[src/rtl/wb_arbiter_pkg.sv]
// Shared core definitions for the register-file write-back path.
package wb_arbiter_pkg;

  localparam int XLEN       = 32;
  localparam int REG_ADDR_W = 5;

  localparam logic [REG_ADDR_W-1:0] REG_ZERO = 5'd0;

  typedef struct packed {
    logic [REG_ADDR_W-1:0] rd;
    logic [XLEN-1:0]       data;
  } wb_req_t;

  // x0 is never a real destination, so it never contributes a hazard bit.
  function automatic logic [31:0] rd_onehot(input logic [REG_ADDR_W-1:0] rd);
    return (rd == REG_ZERO) ? 32'd0 : (32'd1 << rd);
  endfunction

endpackage

[src/rtl/wb_fifo.sv]
// Small synchronous FIFO of write-back requests; exposes per-entry rd for hazard tracking.
module wb_fifo
  import wb_arbiter_pkg::*;
#(
  parameter int DEPTH = 4
) (
  input  logic                          clk,
  input  logic                          rst_n,
  input  logic                          push,
  input  wb_req_t                       push_req,
  input  logic                          pop,
  output wb_req_t                       head,
  output logic [$clog2(DEPTH):0]        count,
  output logic                          full,
  output logic                          empty,
  output logic [DEPTH-1:0]              entry_valid,
  output logic [DEPTH-1:0][REG_ADDR_W-1:0] entry_rd
);

  localparam int PTR_W = $clog2(DEPTH);
  localparam int CNT_W = PTR_W + 1;

  wb_req_t          mem [DEPTH];
  logic [PTR_W-1:0] wr_ptr;
  logic [PTR_W-1:0] rd_ptr;
  logic [CNT_W-1:0] count_q;

  always_ff @(posedge clk or negedge rst_n) begin
    if (!rst_n) begin
      wr_ptr  <= '0;
      rd_ptr  <= '0;
      count_q <= '0;
    end else begin
      if (push) wr_ptr <= wr_ptr + 1'b1;
      if (pop)  rd_ptr <= rd_ptr + 1'b1;
      case ({push, pop})
        2'b10:   count_q <= count_q + 1'b1;
        2'b01:   count_q <= count_q - 1'b1;
        default: count_q <= count_q;
      endcase
    end
  end

  // Storage is not reset: an entry is only meaningful while entry_valid says so.
  always_ff @(posedge clk) begin
    if (push) mem[wr_ptr] <= push_req;
  end

  assign head  = mem[rd_ptr];
  assign count = count_q;
  assign full  = (count_q == CNT_W'(DEPTH));
  assign empty = (count_q == '0);

  always_comb begin
    logic [PTR_W-1:0] offset;
    offset      = '0;
    entry_valid = '0;
    entry_rd    = '0;
    for (int i = 0; i < DEPTH; i++) begin
      offset         = PTR_W'(i) - rd_ptr;
      entry_valid[i] = ({1'b0, offset} < count_q);
      entry_rd[i]    = mem[i].rd;
    end
  end

endmodule

[src/rtl/wb_arbiter.sv]
// Register-file write-back arbiter: ALU results win, long-latency results queue or bypass.
module wb_arbiter #(
  parameter int XLEN  = 32,
  parameter int DEPTH = 4
) (
  input  logic                   clk,
  input  logic                   rst_n,
  input  logic                   a_valid,
  input  logic [4:0]             a_rd,
  input  logic [XLEN-1:0]        a_data,
  input  logic                   b_valid,
  output logic                   b_ready,
  input  logic [4:0]             b_rd,
  input  logic [XLEN-1:0]        b_data,
  output logic                   rf_we,
  output logic [4:0]             rf_waddr,
  output logic [XLEN-1:0]        rf_wdata,
  output logic [31:0]            pending_mask,
  output logic [$clog2(DEPTH):0] fifo_count
);

  import wb_arbiter_pkg::*;

  wb_req_t                         fifo_head;
  wb_req_t                         b_req;
  wb_req_t                         sel_req;
  logic                            fifo_full;
  logic                            fifo_empty;
  logic [DEPTH-1:0]                entry_valid;
  logic [DEPTH-1:0][REG_ADDR_W-1:0] entry_rd;

  logic a_sel;
  logic b_fire;
  logic b_keep;
  logic sel_we;
  logic pop;
  logic bypass;
  logic push;

  assign b_req   = '{rd: b_rd, data: b_data};
  // Ready looks only at occupancy, never at a same-cycle pop, to keep it off the select path.
  assign b_ready = !fifo_full;
  assign b_fire  = b_valid && b_ready;
  assign b_keep  = b_fire && (b_rd != REG_ZERO);
  assign a_sel   = a_valid && (a_rd != REG_ZERO);

  always_comb begin
    sel_we  = 1'b0;
    sel_req = '{rd: a_rd, data: a_data};
    pop     = 1'b0;
    bypass  = 1'b0;
    if (a_sel) begin
      sel_we = 1'b1;
    end else if (!fifo_empty) begin
      sel_we  = 1'b1;
      sel_req = fifo_head;
      pop     = 1'b1;
    end else if (b_keep) begin
      sel_we  = 1'b1;
      sel_req = b_req;
      bypass  = 1'b1;
    end
  end

  assign push = b_keep && !bypass;

  wb_fifo #(
    .DEPTH (DEPTH)
  ) u_fifo (
    .clk         (clk),
    .rst_n       (rst_n),
    .push        (push),
    .push_req    (b_req),
    .pop         (pop),
    .head        (fifo_head),
    .count       (fifo_count),
    .full        (fifo_full),
    .empty       (fifo_empty),
    .entry_valid (entry_valid),
    .entry_rd    (entry_rd)
  );

  always_ff @(posedge clk or negedge rst_n) begin
    if (!rst_n) begin
      rf_we    <= 1'b0;
      rf_waddr <= '0;
      rf_wdata <= '0;
    end else begin
      rf_we <= sel_we;
      if (sel_we) begin
        rf_waddr <= sel_req.rd;
        rf_wdata <= sel_req.data;
      end
    end
  end

  always_comb begin
    pending_mask = '0;
    for (int i = 0; i < DEPTH; i++) begin
      if (entry_valid[i]) pending_mask = pending_mask | rd_onehot(entry_rd[i]);
    end
    if (rf_we) pending_mask = pending_mask | rd_onehot(rf_waddr);
  end

endmodule

[config.mk]
export PLATFORM = sky130hd
export DESIGN_NAME = wb_arbiter
export DESIGN_NICKNAME = d
export VERILOG_FILES = /design/src/rtl/wb_arbiter_pkg.sv /design/src/rtl/wb_fifo.sv /design/src/rtl/wb_arbiter.sv
export SDC_FILE = /design/constraint.sdc
export NUM_CORES = 1
export LEC_CHECK = 0
export CAP_MARGIN = 20
export CORE_MARGIN = 8
export CORE_UTILIZATION = 52
export CTS_CLUSTER_DIAMETER = 30
export DETAILED_ROUTE_END_ITERATION = 6
export PLACE_DENSITY_LB_ADDON = 0.15
export SYNTH_ARGS = -nofsm -noshare
export SYNTH_HDL_FRONTEND = slang
export SYNTH_SLANG_ARGS = --single-unit
[constraint.sdc]
create_clock -name clk -period 5.99 [get_ports clk]
set_clock_uncertainty 0.2 [all_clocks]
set_input_delay 1.198 -clock clk [delete_from_list [all_inputs] [get_ports clk]]
set_output_delay 1.198 -clock clk [all_outputs]
set_load 0.01 [all_outputs]
# --- After elaboration in Yosys (flattened, before gate mapping) ---
# Memories as Yosys holds them, arrays and structs flattened.
# Index checks and enable logic that the tools add are counted.
totals:
  inputBits: 78
  mem_count: 1
  out_inout_bits: 74
  ram_bits: 148
  register_bits: 45
classes:
  eq_ne: 3
  n_bitwise: 4
  shift: 5
  reduce_logical: 15
  add_sub_neg: 8
  muxes: 23
  magnitude_cmp: 4
mem_list:
  columns: ["memory", "words", "width", "rd", "rd_clocked_by_memory_dff", "wr", "line_no", "text"]
  rows:
  - ["u_fifo.mem", 4, 37, 5, 0, 1, "wb_fifo.sv:23", "wb_req_t mem [DEPTH];"]
op_table:
  columns: ["cell", "n"]
  rows:
  - ["$mux W32", 10]
  - ["$shl A1 B5 Y32 const A", 5]
  - ["$or A32 B32 Y32", 4]
  - ["$mux W37", 3]
  - ["$logic_not A5 Y1", 5]
  - ["$lt A2 B3 Y1", 4]
  - ["$reduce_bool A5 Y1", 2]
  - ["$mux W1", 9]
  - ["$pmux W3 S2", 1]
  - ["$add A2 B1 Y2 const B", 2]
  - ["$logic_and A1 B1 Y1", 4]
  - ["$sub A1 B2 Y2 const A", 2]
  - ["$sub A2 B2 Y2 const A", 2]
  - ["$add A3 B1 Y3 const B", 1]
  - ["$eq A3 B3 Y1 const B", 1]
  - ["$logic_not A3 Y1", 1]
  - ["$sub A3 B1 Y3 const B", 1]
  - ["$eq A2 B1 Y1 const B", 1]
  - ["$eq A2 B2 Y1 const B", 1]
  - ["$logic_not A1 Y1", 2]
  - ["$reduce_bool A2 Y1", 1]

# --- Logic depth before layout (Yosys ltp) ---
logic_depth:
  word_depth: 11
  mapped_depth: 11
  depth_no_buf: 10

# --- Cells and area by module ---
# Synthesis repeated with hierarchy kept, for this count alone.
unflattened:
  cells_unflattened: 715
  area_unflattened_um2: 9734.3
by_module_without_submodules:
  columns: ["module", "area_each_um2", "instances", "cells_each", "seq_area_each_um2"]
  rows:
  - ["wb_fifo", 6047.0, 1, 268, 4619.4]
  - ["wb_arbiter", 3687.3, 1, 447, 950.9]

# --- Worst setup path after synthesis ---
# Ideal clock, no wire load.
synth_path:
  path_type: "register to output"
  start: "reg u_fifo.rd_ptr[1]"
  end: "out pending_mask[22]"
  path_stages_with_launch: 11
  arrival_time_ns: 2.567
  path_slack_ns: 2.025
  required_time_ns: 4.592
  path_cell_list: "dfrtp_1 > buf_2 > buf_1 > xnor2_1 > inv_1 > ha_1 > nand2b_1 > buf_1 > o2111ai_1 > nor2_1 > or4_1"
synth_between:
  elab_chain_cells: 11
synth_rtl:
  columns: ["element", "line_no", "text"]
  rows:
  - ["start, declared", "wb_fifo.sv:25", "logic [PTR_W-1:0] rd_ptr;"]
  - ["start signal, assigned", "wb_fifo.sv:35", "if (pop) rd_ptr <= rd_ptr + 1'b1;"]
  - ["$sub A1 B2 Y2", "wb_fifo.sv:60", "offset = PTR_W'(i) - rd_ptr;"]
  - ["$lt A2 B3 Y1", "wb_fifo.sv:61", "entry_valid[i] = ({1'b0, offset} < count_q);"]
  - ["$mux W32", "wb_arbiter.sv:100", "if (entry_valid[i]) pending_mask = pending_mask | rd_onehot(entry_rd[i]);"]
  - ["$or A32 B32 Y32", "wb_arbiter.sv:100", null]
  - ["$mux W32", "wb_arbiter.sv:100", null]
  - ["$or A32 B32 Y32", "wb_arbiter.sv:100", null]
  - ["$mux W32", "wb_arbiter.sv:100", null]
  - ["$or A32 B32 Y32", "wb_arbiter.sv:100", null]
  - ["$mux W32 (*)", "wb_arbiter.sv:100", null]
  - ["$or A32 B32 Y32", "wb_arbiter.sv:102", "if (rf_we) pending_mask = pending_mask | rd_onehot(rf_waddr);"]
  - ["$mux W32 (*)", "wb_arbiter.sv:102", null]
  - ["end, declared", "wb_arbiter.sv:18", "output logic [31:0] pending_mask,"]
# Mark *: on every way between the ends. The rest lies on a longest branch, timed or not.

# --- Final worst setup path ---
layout_path:
  start: "reg u_fifo.count_q[1], in the netlist u_fifo.count[1]"
  end: "out pending_mask[5]"
layout_between:
  elab_chain_cells: 10
layout_rtl:
  columns: ["element", "line_no", "text"]
  rows:
  - ["start, declared", "wb_fifo.sv:26", "logic [CNT_W-1:0] count_q;"]
  - ["start signal, assigned", "wb_fifo.sv:37", "2'b10: count_q <= count_q + 1'b1;"]
  - ["start signal, assigned", "wb_fifo.sv:38", "2'b01: count_q <= count_q - 1'b1;"]
  - ["start signal, assigned", "wb_fifo.sv:39", "default: count_q <= count_q;"]
  - ["$lt A2 B3 Y1", "wb_fifo.sv:61", null]
  - ["$mux W32", "wb_arbiter.sv:100", null]
  - ["$or A32 B32 Y32", "wb_arbiter.sv:100", null]
  - ["$mux W32", "wb_arbiter.sv:100", null]
  - ["$or A32 B32 Y32", "wb_arbiter.sv:100", null]
  - ["$mux W32", "wb_arbiter.sv:100", null]
  - ["$or A32 B32 Y32", "wb_arbiter.sv:100", null]
  - ["$mux W32 (*)", "wb_arbiter.sv:100", null]
  - ["$or A32 B32 Y32", "wb_arbiter.sv:102", null]
  - ["$mux W32 (*)", "wb_arbiter.sv:102", null]
# Marks and branches as above.

==> flow_summary.ini <==
[run_status]
outcome = complete, no violations

[floorplan]
die_h_microns = 152
coreArea_sq_um = 18000
ios = 152
die-area_sq_um = 23100
start_util = 0.533
rows = 49
fp.dieW_microns = 152

[placed_design]
dp_slack_ns = 1.43
gp_congestion = 0.892
dp_hpwl_microns = 20300
dpl.cell_count = 1065
portBuffers = 150
dpl_cell_area_sq_um = 11200

[synthesis]
synth_edf_count = 148
syn_area_per_cell_sq_um = 13.2
synth_nets = 814
yosysMostFrequentCell = edfxtp_1
async_reset_ff_frac = 0.233
synthCells = 726
seq_area_frac_synth = 0.580
post-synth-top-area-cell = edfxtp_1
synthTopCellsByCount = edfxtp_1, nor2_1, o22ai_1
ys_ff_latch = 193
synth_flop_cell = edfxtp_1
synthTopCellsByArea = edfxtp_1, dfrtp_1, mux4_2
ys_types = 61
yosysWarnings = 0
netlist_area_sq_um = 9610
synth.top_cell.area_share = 0.463

[critical_path]
path_max_fanout = 8
endpoint_kind = primary output
reg2reg_slack_ns = 2.58
rr_endpoint = u_fifo.count[2]$_DFFE_PN0P_
required_ns = 4.59
r2r_cells = 11
arrival_ns = 3.51
criticalPathCategory = reg2out
start_kind = flop
r2r-start = u_fifo.count[2]$_DFFE_PN0P_

[run]
cap_violations = 0

[drt]
routed.top_layer = met4
routed_wirelength_microns = 28700
postRouteAntennaNets = 0
wl_met3_microns = 2030
drc_errors = 0
wl_per_cell_microns = 26.1
viasPerCell = 6.55
drt-initial-drc-count = 614
first_pass_iters = 5
wl_met1_microns = 11100
vias = 7201
wl_met2_microns = 14800

[worst_hold_path]
hp-class = reg2reg
worstHoldStart = rf_wdata[31]$_DFFE_PN0P_
hold_end = rf_wdata[31]$_DFFE_PN0P_
worst_hold_path.num_cells = 1

[sta]
setup_slack_ns = 1.08
hold_viol_final = 0
worstMarginPinSlew_ns = 1.03
setup_viol = 0
slew_headroom = 0.302
finalSetupTns_ns = 0
fin_hold_ws_ns = 0.290
period_share = 0.819
finalMaxSlewViolations = 0
fmax_mhz = 204
rsz0062_at_grt = no
period_minus_slack_ns = 4.91

[power_and_ir_drop]
pwr_density_cell_nw_per_um2 = 461
p_int_mw = 3.44
power_leakage_nw = 4.18
clkPwrFrac = 0.197
ir_drop_mv = 0.283
switching_share = 0.368
p_switching_mw = 2.00
seqPwrFrac = 0.383
combinationalPowerShare = 0.421

[clock_tree]
post_cts_resized = 0
cts_htree_levels = 4
cts_buffers = 17
clkLatencyLatePin_ns = 0.43
cts_tree = built
clkTransAtPathRegs_ns = 0.07
clock_sinks = 193
clockBufferDepth = 2
post_cts_buffers = 0
cts_root_buf = clkbuf_16
hold_buffers = 0

[global_routing]
grt_use_total = 0.248
grt_max_degree = 46
overflow = 0
grt_pass1_wl_microns = 44700
grt_pass1_vias = 7480
antenna_found_initial = 0

[cells_and_area]
diodes = 0
fin_nets = 945
design_area_sq_um = 11800
fin_cells = 1099
drive_gt1_frac = 0.125
syn2layout_area_growth_pct = 23.0
## how the worst max path moves through the flow
stage | from | cells after the start | slack [ns] | end
after floorplan | u_fifo.rd_ptr[1]$_DFFE_PN0P_ | 10 | 2.03 | pending_mask[22]
final | u_fifo.count[1]$_DFFE_PN0P_ | 7 | 1.08 | pending_mask[5]
after CTS | u_fifo.count[1]$_DFFE_PN0P_ | 7 | 1.12 | pending_mask[15]
after detailed placement | b_rd[1] | 12 | 1.43 | u_fifo.count[2]$_DFFE_PN0P_
after global placement | b_rd[1] | 12 | 1.53 | u_fifo.count[2]$_DFFE_PN0P_
after global routing | u_fifo.count[1]$_DFFE_PN0P_ | 7 | 0.96 | pending_mask[6]
## placed cells by master (no fill, tap or decap), drive strengths merged, types with 6 or more instances in the layout
master,Yosys,final
clkdlybuf4s50,0,149
edfxtp,148,148
nor2,53,53
o22ai,49,49
dfrtp,45,45
a21oi,40,40
mux4,37,37
mux2i,34,34
nand3,28,28
nor2b,22,22
nand2,22,22
clkbuf,22,19
nand2b,18,18
inv,13,18
or3,15,15
or2,14,14
a22oi,14,14
o2111ai,12,12
o2111a,10,10
o2bb2ai,10,10
buf,26,10
ha,9,9
and2,6,6
nand4,6,6
a32oi,6,6
o21ai,6,6
or4,6,6
clkinv,0,6
## stage by stage
| stage | utilization | power (mW) |
|---|---|---|
| 3_5_place_dp | 0.622 | 4.38 |
| 5_1_grt | 0.655 | 5.71 |
| 4_1_cts | 0.653 | 5.45 |
| 3_3_place_gp | 0.622 | 4.32 |
| 6_report | 0.655 | 5.44 |
| 2_1_floorplan | - | 3.44 |
## state kept, by name, summed over array words and instances (netlist names)
name	cells
u_fifo.mem	148
rf_wdata	32
rf_waddr	5
u_fifo.count	3
u_fifo.rd_ptr	2
u_fifo.wr_ptr	2
rf_we	1
## power by group through the flow
stage                     registers [mW]  clock network [mW]  logic (mW)
after floorplan                     2.01                   0        1.43
after global placement              2.09                   0        2.23
after detailed placement            2.11                   0        2.27
after CTS                           2.08                1.08        2.29
after global routing                2.12                1.13        2.46
final                               2.08                1.07        2.29
## worst max-delay path, cell delays in order (launching register included)
cell,delay [ns]
dfrtp_1,0.50
inv_1,0.20
ha_1,0.38
a211oi_1,0.10
nor4b_1,0.92
a22oi_1,0.23
nand3_1,0.18
clkdlybuf4s50_1,0.55
## cell families after synthesis
family,share of synthesized area
mux,0.122
compound gates,0.125
xor+xnor,0.00638
fa+ha+maj,0.0138
other cells,0.000390
flops,0.580
simple gates,0.122
buf+inv,0.0309
## area by class of cell
type	instances	area (sq um)
clock buffers	18	439
inverters	13	48.8
well taps	229	287
fillers	1311	6210
multi-input cells	472	3750
flip-flops and latches	193	5570
clock inverters	14	126
repair buffers	160	1590
## routing by layer
layer,up-vias,track usage
li1,3140,-
met1,3615,0.299
met2,381,0.425
met3,65,0.0446
met4,0,0.112
met5,-,0
(Power assumes the default switching activity.)
